[src/rtl/prom_param_loader.sv]
`default_nettype none
// ============================================================================
//  Module      : prom_param_loader
//  Description : Reads the parameter PROM byte stream after reset or on
//                START: waits out the PROM first-data latency, checks the
//                two-byte signature, reads the word count, writes
//                little-endian 16-bit words to the parameter register file
//                and verifies the trailing 8-bit checksum.
//  Revision    : 1.0 - initial release
// ============================================================================
module prom_param_loader #(
    parameter logic [7:0] SIG0      = 8'hDC,
    parameter logic [7:0] SIG1      = 8'hFB,
    parameter int         FIRST_LAT = 4,
    parameter int         MAX_WORDS = 64,
    localparam int        AW        = (MAX_WORDS > 1) ? $clog2(MAX_WORDS) : 1
) (
    input  logic          CLK20,
    input  logic          RST_B,
    input  logic          START,
    input  logic [7:0]    PARAM_DAT,
    output logic          PROM_CE,
    output logic          PROM_OE,
    output logic          WR_EN,
    output logic [AW-1:0] WR_ADDR,
    output logic [15:0]   WR_DATA,
    output logic          BUSY,
    output logic          DONE,
    output logic [1:0]    ERR
);

    // Latency counter preload: LAT state lasts exactly FIRST_LAT cycles.
    localparam logic [3:0] c_LAT_INIT = 4'(FIRST_LAT - 1);
    localparam logic [7:0] c_MAX_N    = 8'(MAX_WORDS);

    localparam logic [1:0] c_ERR_SIG  = 2'd1;
    localparam logic [1:0] c_ERR_LEN  = 2'd2;
    localparam logic [1:0] c_ERR_CSUM = 2'd3;

    typedef enum logic [3:0] {
        S_IDLE = 4'd0,
        S_LAT  = 4'd1,
        S_SIG0 = 4'd2,
        S_SIG1 = 4'd3,
        S_LEN  = 4'd4,
        S_LO   = 4'd5,
        S_HI   = 4'd6,
        S_CSUM = 4'd7,
        S_FIN  = 4'd8,
        S_FAIL = 4'd9
    } state_t;

    // Registered state and datapath
    state_t          r_state;
    logic            r_boot;      // pending self-start after reset release
    logic [3:0]      r_lat;
    logic [AW-1:0]   r_cnt;       // current word index
    logic [AW-1:0]   r_last;      // word count minus one
    logic [7:0]      r_lo;
    logic [7:0]      r_sum;       // running sum of LEN and data bytes
    logic            r_ce;
    logic            r_oe;
    logic            r_busy;
    logic            r_done;
    logic [1:0]      r_err;
    logic            r_wr_en;
    logic [AW-1:0]   r_wr_addr;
    logic [15:0]     r_wr_data;

    // Next-state values
    state_t          w_state;
    logic [3:0]      w_lat;
    logic [AW-1:0]   w_cnt;
    logic [AW-1:0]   w_last;
    logic [7:0]      w_lo;
    logic [7:0]      w_sum;
    logic            w_ce;
    logic            w_busy;
    logic            w_done;
    logic [1:0]      w_err;
    logic            w_wr_en;
    logic [AW-1:0]   w_wr_addr;
    logic [15:0]     w_wr_data;
    logic [7:0]      w_sum_byte;
    logic            w_start;

    assign w_sum_byte = r_sum + PARAM_DAT;
    assign w_start    = START | r_boot;

    // State and output registers; reset leaves everything idle and arms the self-start.
    always_ff @(posedge CLK20 or negedge RST_B) begin
        if (!RST_B) begin
            r_state   <= S_IDLE;
            r_boot    <= 1'b1;
            r_lat     <= 4'd0;
            r_cnt     <= '0;
            r_last    <= '0;
            r_lo      <= 8'd0;
            r_sum     <= 8'd0;
            r_ce      <= 1'b0;
            r_oe      <= 1'b0;
            r_busy    <= 1'b0;
            r_done    <= 1'b0;
            r_err     <= 2'd0;
            r_wr_en   <= 1'b0;
            r_wr_addr <= '0;
            r_wr_data <= 16'd0;
        end else begin
            r_state   <= w_state;
            r_boot    <= 1'b0;
            r_lat     <= w_lat;
            r_cnt     <= w_cnt;
            r_last    <= w_last;
            r_lo      <= w_lo;
            r_sum     <= w_sum;
            r_ce      <= w_ce;
            r_oe      <= w_ce;
            r_busy    <= w_busy;
            r_done    <= w_done;
            r_err     <= w_err;
            r_wr_en   <= w_wr_en;
            r_wr_addr <= w_wr_addr;
            r_wr_data <= w_wr_data;
        end
    end

    // Next-state and next-output decode; one PROM byte is consumed per cycle in byte states.
    always_comb begin
        w_state   = r_state;
        w_lat     = r_lat;
        w_cnt     = r_cnt;
        w_last    = r_last;
        w_lo      = r_lo;
        w_sum     = r_sum;
        w_ce      = r_ce;
        w_busy    = r_busy;
        w_done    = r_done;
        w_err     = r_err;
        w_wr_en   = 1'b0;
        w_wr_addr = r_wr_addr;
        w_wr_data = r_wr_data;

        case (r_state)
            S_IDLE: begin
                w_ce = 1'b0;
                if (w_start) begin
                    w_done  = 1'b0;
                    w_err   = 2'd0;
                    w_busy  = 1'b1;
                    w_ce    = 1'b1;
                    w_lat   = c_LAT_INIT;
                    w_sum   = 8'd0;
                    w_state = S_LAT;
                end
            end
            S_LAT: begin
                if (r_lat == 4'd0) begin
                    w_state = S_SIG0;
                end else begin
                    w_lat = r_lat - 4'd1;
                end
            end
            S_SIG0: begin
                if (PARAM_DAT != SIG0) begin
                    w_err   = c_ERR_SIG;
                    w_state = S_FAIL;
                end else begin
                    w_state = S_SIG1;
                end
            end
            S_SIG1: begin
                if (PARAM_DAT != SIG1) begin
                    w_err   = c_ERR_SIG;
                    w_state = S_FAIL;
                end else begin
                    w_state = S_LEN;
                end
            end
            S_LEN: begin
                if ((PARAM_DAT == 8'd0) || (PARAM_DAT > c_MAX_N)) begin
                    w_err   = c_ERR_LEN;
                    w_state = S_FAIL;
                end else begin
                    w_last  = AW'(PARAM_DAT - 8'd1);
                    w_cnt   = '0;
                    w_sum   = PARAM_DAT;
                    w_state = S_LO;
                end
            end
            S_LO: begin
                w_lo    = PARAM_DAT;
                w_sum   = w_sum_byte;
                w_state = S_HI;
            end
            S_HI: begin
                w_wr_en   = 1'b1;
                w_wr_addr = r_cnt;
                w_wr_data = {PARAM_DAT, r_lo};
                w_sum     = w_sum_byte;
                if (r_cnt == r_last) begin
                    w_state = S_CSUM;
                end else begin
                    w_cnt   = r_cnt + AW'(1);
                    w_state = S_LO;
                end
            end
            S_CSUM: begin
                // A correct checksum byte brings the running sum to zero.
                if (w_sum_byte == 8'd0) begin
                    w_done  = 1'b1;
                    w_busy  = 1'b0;
                    w_ce    = 1'b0;
                    w_state = S_FIN;
                end else begin
                    w_err   = c_ERR_CSUM;
                    w_state = S_FAIL;
                end
            end
            S_FIN: begin
                w_state = S_IDLE;
            end
            S_FAIL: begin
                w_state = S_IDLE;
            end
            default: begin
                w_state = S_IDLE;
            end
        endcase

        // Any transition into FAIL ends the load with outputs released.
        if ((w_state == S_FAIL) && (r_state != S_FAIL)) begin
            w_done = 1'b0;
            w_busy = 1'b0;
            w_ce   = 1'b0;
        end
    end

    assign PROM_CE = r_ce;
    assign PROM_OE = r_oe;
    assign WR_EN   = r_wr_en;
    assign WR_ADDR = r_wr_addr;
    assign WR_DATA = r_wr_data;
    assign BUSY    = r_busy;
    assign DONE    = r_done;
    assign ERR     = r_err;

endmodule
`default_nettype wire
[config.mk]
export PLATFORM = sky130hd
export DESIGN_NAME = prom_param_loader
export DESIGN_NICKNAME = d
export VERILOG_FILES = /design/src/rtl/prom_param_loader.sv
export SDC_FILE = /design/constraint.sdc
export NUM_CORES = 1
export LEC_CHECK = 0
export ABC_CLOCK_PERIOD_IN_PS = 5300
export CAP_MARGIN = 40
export CELL_PAD_IN_SITES_DETAIL_PLACEMENT = 1
export CELL_PAD_IN_SITES_GLOBAL_PLACEMENT = 1
export CORE_MARGIN = 8
export CORE_UTILIZATION = 30
export DETAILED_ROUTE_END_ITERATION = 7
export PLACE_DENSITY = 0.66
export SYNTH_ARGS = -nofsm -noshare
export SYNTH_HDL_FRONTEND = slang
export SYNTH_SLANG_ARGS = --single-unit
[constraint.sdc]
create_clock -name CLK20 -period 5.3 [get_ports CLK20]
set_clock_uncertainty 0.2 [all_clocks]
set_input_delay 0.795 -clock CLK20 [delete_from_list [all_inputs] [get_ports CLK20]]
set_output_delay 0.795 -clock CLK20 [all_outputs]
set_load 0.01 [all_outputs]
Yosys cells after proc, flatten, opt, wreduce, memory -nomap -nowiden

Index checks and enable logic that the tools add are counted.

Add/sub/neg operators: 4
$lt $le $gt $ge: 1
Equal/unequal tests: 22
Mux-type cells: 35
Bitwise gates (word level): 2
Reduce and logical (&&, ||, !) cells: 19

Operators with widths:

| operator            | number |
|---|---|
| $pmux 4 s8          | 1 |
| $mux 4              | 7 |
| $pmux 8 s3          | 1 |
| $eq 4x3->1 const B  | 4 |
| $logic_not 8->1     | 2 |
| $mux 8              | 2 |
| $ne 2x2->1 const B  | 8 |
| $ne 8x8->1 const B  | 2 |
| $mux 2              | 6 |
| $mux 6              | 2 |
| $pmux 6 s2          | 1 |
| $reduce_and 3->1    | 4 |
| $mux 1              | 10 |
| $pmux 2 s5          | 1 |
| $add 8x8->8         | 1 |
| $eq 4x2->1 const B  | 2 |
| $gt 8x7->1 const B  | 1 |
| $logic_not 4->1     | 2 |
| $pmux 4 s2          | 1 |
| $add 6x1->6 const B | 1 |
| $eq 6x6->1          | 1 |
| $ne 3x3->1 const B  | 2 |
| $pmux 1 s2          | 3 |
| $reduce_and 6->1    | 1 |
| 14 further kinds    | 17 |

Bits in registers: 65
Input port bits: 11
Output and inout port bits: 29
Word-level logic and storage cells: 97

Logic depth before layout (Yosys ltp)

Gate-level depths: netlist of run 1.

Depth in word-level cells: 8
Gate-level depth with buffers: 9
Mapped depth without buffers: 8

Worst setup path after synthesis of run 1

OpenSTA, ideal clock, no wires.

Path kind: input port to flip-flop
Start point: in PARAM_DAT[0]
End point: reg r_state[0]
Library setup time: 127 ps
Arrival: 2684 ps
Required time: 4973 ps
Slack: 2288 ps
Stages: 8
Path through: ha_1 -> fa_1 -> a211oi_2 -> o21ba_2 -> o221ai_1 -> nor4_2 -> a21boi_1 -> or2_2

Word-level cells in the longest chain between the ends: 4
Elaborated cells between the ends (all ways): 6

Ends and longest elaborated chain:

| what                 | line | RTL |
|---|---|---|
| from (decl)          | 21   | `input logic [7:0] PARAM_DAT,` |
| $add 8x8->8          | 87   | `assign w_sum_byte = r_sum + PARAM_DAT;` |
| $logic_not 8->1      | 209  | `if (w_sum_byte == 8'd0) begin` |
| $mux 1               | 209  |  |
| $pmux 4 s8 (*)       | 143  | `case (r_state)` |
| via w_state[0]       | 71   | `state_t w_state;` |
| to (signal assigned) | 109  | `r_state <= w_state;` |
| to (decl)            | 54   | `state_t r_state;` |

Mark *: on every way through the listed nets, which the timed path passes. The rest lies on a longest branch.
A chain may end at the register's enable or synchronous reset.

Worst setup path after layout of run 1

Same ends and word-level chain as after synthesis.

==> qor_table.md, run 1 <==
| Result | Reported | Unit |
|---|---|---|
| Status | completed | - |
| Reg clk slew, reported paths | 60 | ps |
| Io pins | 40 | - |
| Count of inserted antenna diode cells | 0 | - |
| Main area contributors after synthesis | sky130_fd_sc_hd__dfrtp_1 46%, sky130_fd_sc_hd__nand2_1 8.2%, sky130_fd_sc_hd__mux2_2 4.9%, sky130_fd_sc_hd__ha_1 4.4%, sky130_fd_sc_hd__xor2_1 3.8% | - |
| Global-route wire length before repair | 14,800 | µm |
| Worst endpoint data arrival time | 3520 | ps |
| Total power after layout | 1530 | µW |
| Fill cell instance count of the final layout | 1,313 | - |
| Number of resized instances in the post-cts repair step | 0 | - |
| Core box area | 11,300 | µm² |
| Clock Sinks | 65 | - |
| Setup repair after global routing missed its margin | no | - |
| Number of detailed-route iterations in the first pass | 4 | - |
| Max IR drop VDD | 163 | µV |
| Synth Register Bits | 65 | - |
| Destination of the worst register-to-register timing path | r_state[0] | - |
| Static Leak | 0.00197 | µW |
| Critical Path RT | 5320 | ps |
| Area fraction of the dominant cell type after synthesis | 0.465 | - |
| Number of max-slew violations in the final report | 0 | - |
| Max Fclk | 285 | MHz |
| MaxCap Viol Count | 0 | - |
| Vert. Die Dim | 123 | µm |
| Most numerous cell types in the synthesized netlist | 75 x sky130_fd_sc_hd__nand2_1, 64 x sky130_fd_sc_hd__dfrtp_1, 30 x sky130_fd_sc_hd__nor2_1 | - |
| Clock Root Buffer | sky130_fd_sc_hd__clkbuf_16 | - |
| Part of the cycle the worst path needs | 0.661 | - |
| Post-synthesis cell count | 352 | - |
| Share of layout cells above drive strength 1 | 0.135 | - |
| Setup slack after layout | 1800 | ps |
| Vias per std cell | 4.93 | - |
| Post-synthesis instance area | 3450 | µm² |
| Half-perimeter wire length after detailed placement | 5980 | µm |
| Unique masters post-synth | 61 | - |
| Crit Path Category | primary input to flip-flop | - |
| Pin count of the biggest net entering global routing | 47 | - |
| TritonCTS clock tree | done | - |
| Final Hold Viols | 0 | - |
| Row count | 39 | - |
| Number of DRC violations after detailed-routing iteration 0 | 135 | - |
| Post-CTS Setup Bufs | 0 | - |
| Async S/R FF share, synth | 1.00 | - |
| Aggregate routed wire length | 8610 | µm |
| Initial antenna violation count | 0 | - |
| Layout overhead on the synthesized area | 23.9 | % |
| Routed length per placed instance | 16.0 | µm |
| Effective utilization at floorplan | 0.304 | - |
| Buffers from clock root to sink, at most | 2 | - |
| Sequential share of the synthesized area | 0.472 | - |
| Grt ovf | 0 | - |
| Number of nets in the layout | 413 | - |
| Type of destination of the critical path | flip-flop | - |
| Critical path endpoint | r_state[0] | - |
| Worst hold margin | 241 | ps |
| Shortest period the worst path allows | 3500 | ps |
| Min-Delay Path Class | primary input to asynchronous set/reset pin | - |
| CTS HTree Levels | 3 | - |
| Count leader, synth | sky130_fd_sc_hd__nand2_1 | - |
| Tightest Pin Transition | 689 | ps |
| Startpoint type of the worst setup path | primary input | - |
| Sum of negative setup slack | 0 | ps |
| Synth Area per Inst | 9.79 | µm² |
| Final weighted congestion of routability-driven global placement | 0.826 | - |
| Total vias in the final route | 2,650 | - |
| Antenna Violating Nets Remaining | 0 | - |
| Total die area | 15,200 | µm² |
| Insertion delay of the later-clocked pin in the worst-skew pair | 330 | ps |
| Area leader, netlist | sky130_fd_sc_hd__dfrtp_1 | - |
| Final setup violation count | 0 | - |
| Worst max-slew margin expressed relative to the limit | 0.541 | - |
| Path depth of the worst reg2reg path | 8 | - |
| Number of global-route vias before repair | 2,901 | - |
| Worst setup path startpoint | PARAM_DAT[0] | - |
| Number of clock buffers inserted by TritonCTS | 9 | - |
| Width of the die | 123 | µm |
| Post-place setup slack | 1440 | ps |
| Pwr Density | 359 | nW/µm² |
| Post-CTS Hold Fix Bufs | 0 | - |
| Warnings, synthesis | 0 | - |
| Total global-route track usage | 0.123 | - |
| Worst reg2reg startpoint | r_sum[0] | - |
| Synthesized Nets | 376 | - |
| Number of DRC violations after detailed routing | 0 | - |
| Post-synth EDFFs | 0 | - |
| Reg-to-reg setup timing slack | 2520 | ps |
| Primary flip-flop cell chosen by synthesis mapping | sky130_fd_sc_hd__dfrtp_1 | - |
| Count of buffers inserted at the top-level ports | 39 | - |
| Highest net fanout along the worst path | 7 | - |
==> per-layer routing <==
| metal | global-route usage | part of all wire |
|---|---|---|
| met5 | 0 | 0 |
| met4 | 0.0436 | 0.015 |
| met3 | 0.0247 | 0.025 |
| met2 | 0.207 | 0.50 |
| met1 | 0.153 | 0.46 |
==> final cells by class <==
class,instances,area (µm²),share of cell area
Multi-Input combinational cell,260,1690,0.396
Sequential cell,65,1630,0.381
Timing Repair Buffer,42,428,0.100
Clock buffer,9,225,0.0528
Tap cell,143,179,0.0419
Clock inverter,7,76.3,0.0179
Inverter,11,41.3,0.00967
==> critical path: stages <==
cell and delay (ps):
sky130_fd_sc_hd__clkdlybuf4s50_1 550, sky130_fd_sc_hd__ha_1 310, sky130_fd_sc_hd__fa_1 430, sky130_fd_sc_hd__a211oi_2 270, sky130_fd_sc_hd__o21ba_2 210, sky130_fd_sc_hd__o221ai_1 120
sky130_fd_sc_hd__nor4_2 410, sky130_fd_sc_hd__a21boi_1 140, sky130_fd_sc_hd__or2_2 290
==> report_power, final <==
group | switching [µW] | leakage [µW] | total, µW | internal (µW)
logic | 160 | 0.000994 | 314 | 154
clock network | 243 | 0.000143 | 611 | 368
registers | 68.1 | 0.000834 | 608 | 540
total | 471 | 0.00197 | 1530 | 1060
==> metrics by stage <==
stage / instances / cell area [µm²] / utilization
after floorplan: 352 / 3450 / -
after global placement: 520 / 3940 / 0.348
after detailed placement: 521 / 3970 / 0.350
after CTS: 537 / 4270 / 0.377
after global routing: 537 / 4270 / 0.377
final: 537 / 4270 / 0.377
==> cells by family (layout without fill, tap and decap cells) <==
| group | after synthesis | in the layout | synth area share |
|---|---|---|---|
| multiplexers | 15 | 15 | 0.0490 |
| buffers and inverters | 27 | 69 | 0.0370 |
| flip-flops | 65 | 65 | 0.472 |
| adder cells (fa/ha/maj) | 13 | 13 | 0.0494 |
| other | 1 | 1 | 0.00109 |
| AO/OA/AOI/OAI | 73 | 73 | 0.149 |
| XOR/XNOR | 19 | 19 | 0.0483 |
| AND/OR/NAND/NOR | 139 | 139 | 0.194 |
==> cell usage in the layout (no fill, tap or decap), types with 5 or more instances in the layout <==
cell type	synthesis	routed
sky130_fd_sc_hd__o21ai_0	24	24
sky130_fd_sc_hd__nand2_1	75	75
sky130_fd_sc_hd__mux2_2	15	15
sky130_fd_sc_hd__nor3_1	5	5
sky130_fd_sc_hd__clkdlybuf4s50_1	0	38
sky130_fd_sc_hd__clkbuf_16	0	9
sky130_fd_sc_hd__dfrtp_1	64	64
sky130_fd_sc_hd__xor2_1	15	15
sky130_fd_sc_hd__inv_1	11	11
sky130_fd_sc_hd__ha_1	12	12
sky130_fd_sc_hd__nor2_1	30	30
sky130_fd_sc_hd__a21oi_1	9	9
==> flip-flops by register name, indices dropped and copies added, names as in the netlist, 2 cells and up <==
register,cells
r_sum,8
WR_ADDR,6
WR_DATA,16
ERR,2
r_state,4
r_last,6
r_lo,8
r_lat,4
r_cnt,6
==> worst min path at each step <==
stage                  from         end  slack, ps  cells past startpoint
floorplan           r_lo[0]  WR_DATA[0]        230                      2
global route          RST_B        BUSY        260                      2
finish                RST_B     PROM_OE        240                      2
CTS                   RST_B     PROM_OE        250                      2
detailed placement  r_lo[6]  WR_DATA[6]        260                      2
global placement    r_lo[7]  WR_DATA[7]        250                      2
No activity file was read; power rests on OpenSTA's default activity.
==> inputs of run 2 (changes only) <==
--- a/config.mk
+++ b/config.mk
@@ -5,14 +5,14 @@
 export SDC_FILE = /design/constraint.sdc
 export NUM_CORES = 1
 export LEC_CHECK = 0
-export ABC_CLOCK_PERIOD_IN_PS = 5300
+export ABC_CLOCK_PERIOD_IN_PS = 3200
 export CAP_MARGIN = 40
 export CELL_PAD_IN_SITES_DETAIL_PLACEMENT = 1
 export CELL_PAD_IN_SITES_GLOBAL_PLACEMENT = 1
 export CORE_MARGIN = 8
 export CORE_UTILIZATION = 30
 export DETAILED_ROUTE_END_ITERATION = 7
-export PLACE_DENSITY = 0.66
+export PLACE_DENSITY = 0.69
 export SYNTH_ARGS = -nofsm -noshare
 export SYNTH_HDL_FRONTEND = slang
 export SYNTH_SLANG_ARGS = --single-unit
==> constraint.sdc (replaced) <==
create_clock -name CLK20 -period 3.2 [get_ports CLK20]
set_clock_uncertainty 0.2 [all_clocks]
set_input_delay 0.48 -clock CLK20 [delete_from_list [all_inputs] [get_ports CLK20]]
set_output_delay 0.48 -clock CLK20 [all_outputs]
set_load 0.01 [all_outputs]
==> qor_table.md, run 2 (synthesized netlist as in run 1, its figures left out) <==
| Result | Reported | Unit | vs previous |
|---|---|---|---|
| Total vias in the final route | 2,740 | - | +3.4% |
| Static Leak | 0.00205 | µW | +4.1% |
| Width of the die | 123 | µm | unchanged |
| Startpoint of the lowest-slack hold path | r_lo[3] | - |  |
| Max IR drop VDD | 209 | µV | +28% |
| Number of nets in the layout | 430 | - | +4.1% |
| Setup repair after global routing missed its margin | no | - |  |
| Max Fclk | 335 | MHz |  |
| Worst setup path startpoint | PARAM_DAT[0] | - |  |
| Routed length per placed instance | 15.9 | µm | -0.82% |
| Vias per std cell | 4.95 | - | +0.22% |
| Io pins | 40 | - | unchanged |
| Post-place setup slack | -122 | ps | -1560 ps |
| Count of inserted antenna diode cells | 0 | - | unchanged |
| CTS HTree Levels | 3 | - | unchanged |
| Number of cells on the worst hold path | 2 | - |  |
| Row count | 39 | - | unchanged |
| Insertion delay of the later-clocked pin in the worst-skew pair | 330 | ps | about the same |
| MaxCap Viol Count | 0 | - | unchanged |
| Clock Root Buffer | sky130_fd_sc_hd__clkbuf_16 | - |  |
| Reg clk slew, reported paths | 60 | ps | about the same |
| Part of the cycle the worst path needs | 0.934 | - |  |
| Most common cell after layout, fill and taps aside | sky130_fd_sc_hd__nand2_1 | - |  |
| Final core occ | 0.388 | - | +0.0109 |
| Number of detailed-route iterations in the first pass | 4 | - | unchanged |
| Effective utilization at floorplan | 0.304 | - | unchanged |
| Number of clock buffers inserted by TritonCTS | 9 | - | unchanged |
| Type of destination of the critical path | flip-flop | - |  |
| Share of layout cells above drive strength 1 | 0.168 | - | +0.0334 |
| Count of buffers inserted at the top-level ports | 39 | - | unchanged |
| Hold Path End | WR_DATA[3] | - |  |
| Worst max-slew margin expressed relative to the limit | 0.597 | - | +0.0559 |
| Worst reg2reg startpoint | r_sum[0] | - |  |
| Aggregate routed wire length | 8810 | µm | +2.3% |
| Path depth of the worst reg2reg path | 9 | - | +1 |
| Vert. Die Dim | 123 | µm | unchanged |
| Reg-to-reg setup timing slack | 450 | ps | -2070 ps |
| Worst endpoint data arrival time | 3000 | ps | -520 ps |
| Critical Path RT | 3210 | ps | -2110 ps |
| Fill cell instance count of the final layout | 1,325 | - | +0.91% |
| Destination of the worst register-to-register timing path | r_state[0] | - |  |
| Post-CTS Setup Bufs | 0 | - | unchanged |
| Buffers from clock root to sink, at most | 2 | - | unchanged |
| Number of resized instances in the post-cts repair step | 0 | - | unchanged |
| Flip-flop count of the largest register, all copies and words added | 16 | - | unchanged |
| Core box area | 11,300 | µm² | unchanged |
| Half-perimeter wire length after detailed placement | 6430 | µm | +7.6% |
| Grt ovf | 0 | - | unchanged |
| Status | completed | - |  |
| Shortest period the worst path allows | 2990 | ps |  |
| Global-route wire length before repair | 15,500 | µm | +4.5% |
| Final setup violation count | 0 | - | unchanged |
| Highest net fanout along the worst path | 3 | - | -4 |
| Antenna Violating Nets Remaining | 0 | - | unchanged |
| Final Hold Viols | 0 | - | unchanged |
| Most used cells in the layout excluding fill and tap cells | 75 x sky130_fd_sc_hd__nand2_1, 64 x sky130_fd_sc_hd__dfrtp_1, 38 x sky130_fd_sc_hd__clkdlybuf4s50_1, 30 x sky130_fd_sc_hd__nor2_1, 24 x sky130_fd_sc_hd__o21ai_0 | - |  |
| Number of global-route vias before repair | 3,097 | - | +6.8% |
| Total global-route track usage | 0.129 | - | +0.00586 |
| Final weighted congestion of routability-driven global placement | 0.888 | - | +7.4% |
| Tightest Pin Transition | 602 | ps | -86.6 ps |
| Number of DRC violations after detailed routing | 0 | - | unchanged |
| Pwr Density | 593 | nW/µm² | +65% |
| Crit Path Category | primary input to flip-flop | - |  |
| Post-CTS Hold Fix Bufs | 1 | - | +1 |
| Total die area | 15,200 | µm² | unchanged |
| Number of max-slew violations in the final report | 0 | - | unchanged |
| Layout overhead on the synthesized area | 27.5 | % |  |
| Sum of negative setup slack | 0 | ps | unchanged |
| Pin count of the biggest net entering global routing | 43 | - | -8.5% |
| Setup slack after layout | 211 | ps | -1580 ps |
| Initial antenna violation count | 0 | - | unchanged |
| Min-Delay Path Class | flip-flop to flip-flop | - |  |
| Clock Sinks | 65 | - | unchanged |
| Total power after layout | 2600 | µW | +70% |
| Startpoint type of the worst setup path | primary input | - |  |
| Number of DRC violations after detailed-routing iteration 0 | 124 | - | -8.1% |
| TritonCTS clock tree | done | - |  |
==> run 2: changes by cell type in the layout (fill, tap and decap cells not counted), sizes merged <==
cell / before / now
dlygate4sd3: 0 / 1
buf: 4 / 20
inv: 14 / 12
clkbuf: 9 / 11
==> run 2: metal layers <==
| metal | vias up | global-route usage | routed length [µm] |
|---|---|---|---|
| met3 | 13 | 0.0251 | 311 |
| met4 | 0 | 0.0549 | 142 |
| met5 | - | 0 | 0 |
| met1 | 1368 | 0.156 | 3910 |
| li1 | 1325 | - | - |
| met2 | 34 | 0.219 | 4450 |
==> run 2: worst max path at each step <==
| stage | to | slack (ps) |
|---|---|---|
| 4_1_cts | r_state[0] | 210 |
| 3_3_place_gp | r_state[0] | -90 |
| 2_1_floorplan | r_state[0] | 500 |
| 3_5_place_dp | r_state[0] | -120 |
| 6_report | r_state[0] | 210 |
| 5_1_grt | r_state[0] | 30 |
==> run 2: per-stage QoR <==
| stage | hold WS, ps | cell area (µm²) | cells |
|---|---|---|---|
| 2_1_floorplan | -15.6 | 3450 | 352 |
| 3_3_place_gp | 251 | 4070 | 537 |
| 3_5_place_dp | 257 | 4070 | 537 |
| 4_1_cts | 278 | 4390 | 554 |
| 5_1_grt | 295 | 4390 | 554 |
| 6_report | 270 | 4390 | 554 |
==> run 2: critical path, cell delays in order <==
cell	delay, ps
sky130_fd_sc_hd__clkdlybuf4s50_1	450
sky130_fd_sc_hd__ha_1	240
sky130_fd_sc_hd__fa_1	430
sky130_fd_sc_hd__a211oi_2	280
sky130_fd_sc_hd__o21ba_2	200
sky130_fd_sc_hd__o221ai_1	130
sky130_fd_sc_hd__nor4_2	280
sky130_fd_sc_hd__buf_4	160
sky130_fd_sc_hd__a21boi_1	70
sky130_fd_sc_hd__or2_2	290
==> run 2: area by class of cell <==
| class | count | area, µm² | area share |
|---|---|---|---|
| clock inverter | 5 | 62.6 | 0.0142 |
| sequential | 65 | 1630 | 0.371 |
| inverter | 11 | 41.3 | 0.00940 |
| clock buffer | 11 | 253 | 0.0575 |
| tap | 143 | 179 | 0.0407 |
| timing repair buffer | 59 | 538 | 0.123 |
| multi-input combinational | 260 | 1690 | 0.385 |
==> run 2: report_power, final <==
| group | total, µW | leakage (µW) | switching, µW | internal, µW |
|---|---|---|---|---|
| sequential | 978 | 0.000834 | 83.1 | 895 |
| combinational | 588 | 0.00107 | 302 | 286 |
| clock | 1040 | 0.000148 | 387 | 649 |
| total | 2600 | 0.00205 | 772 | 1830 |
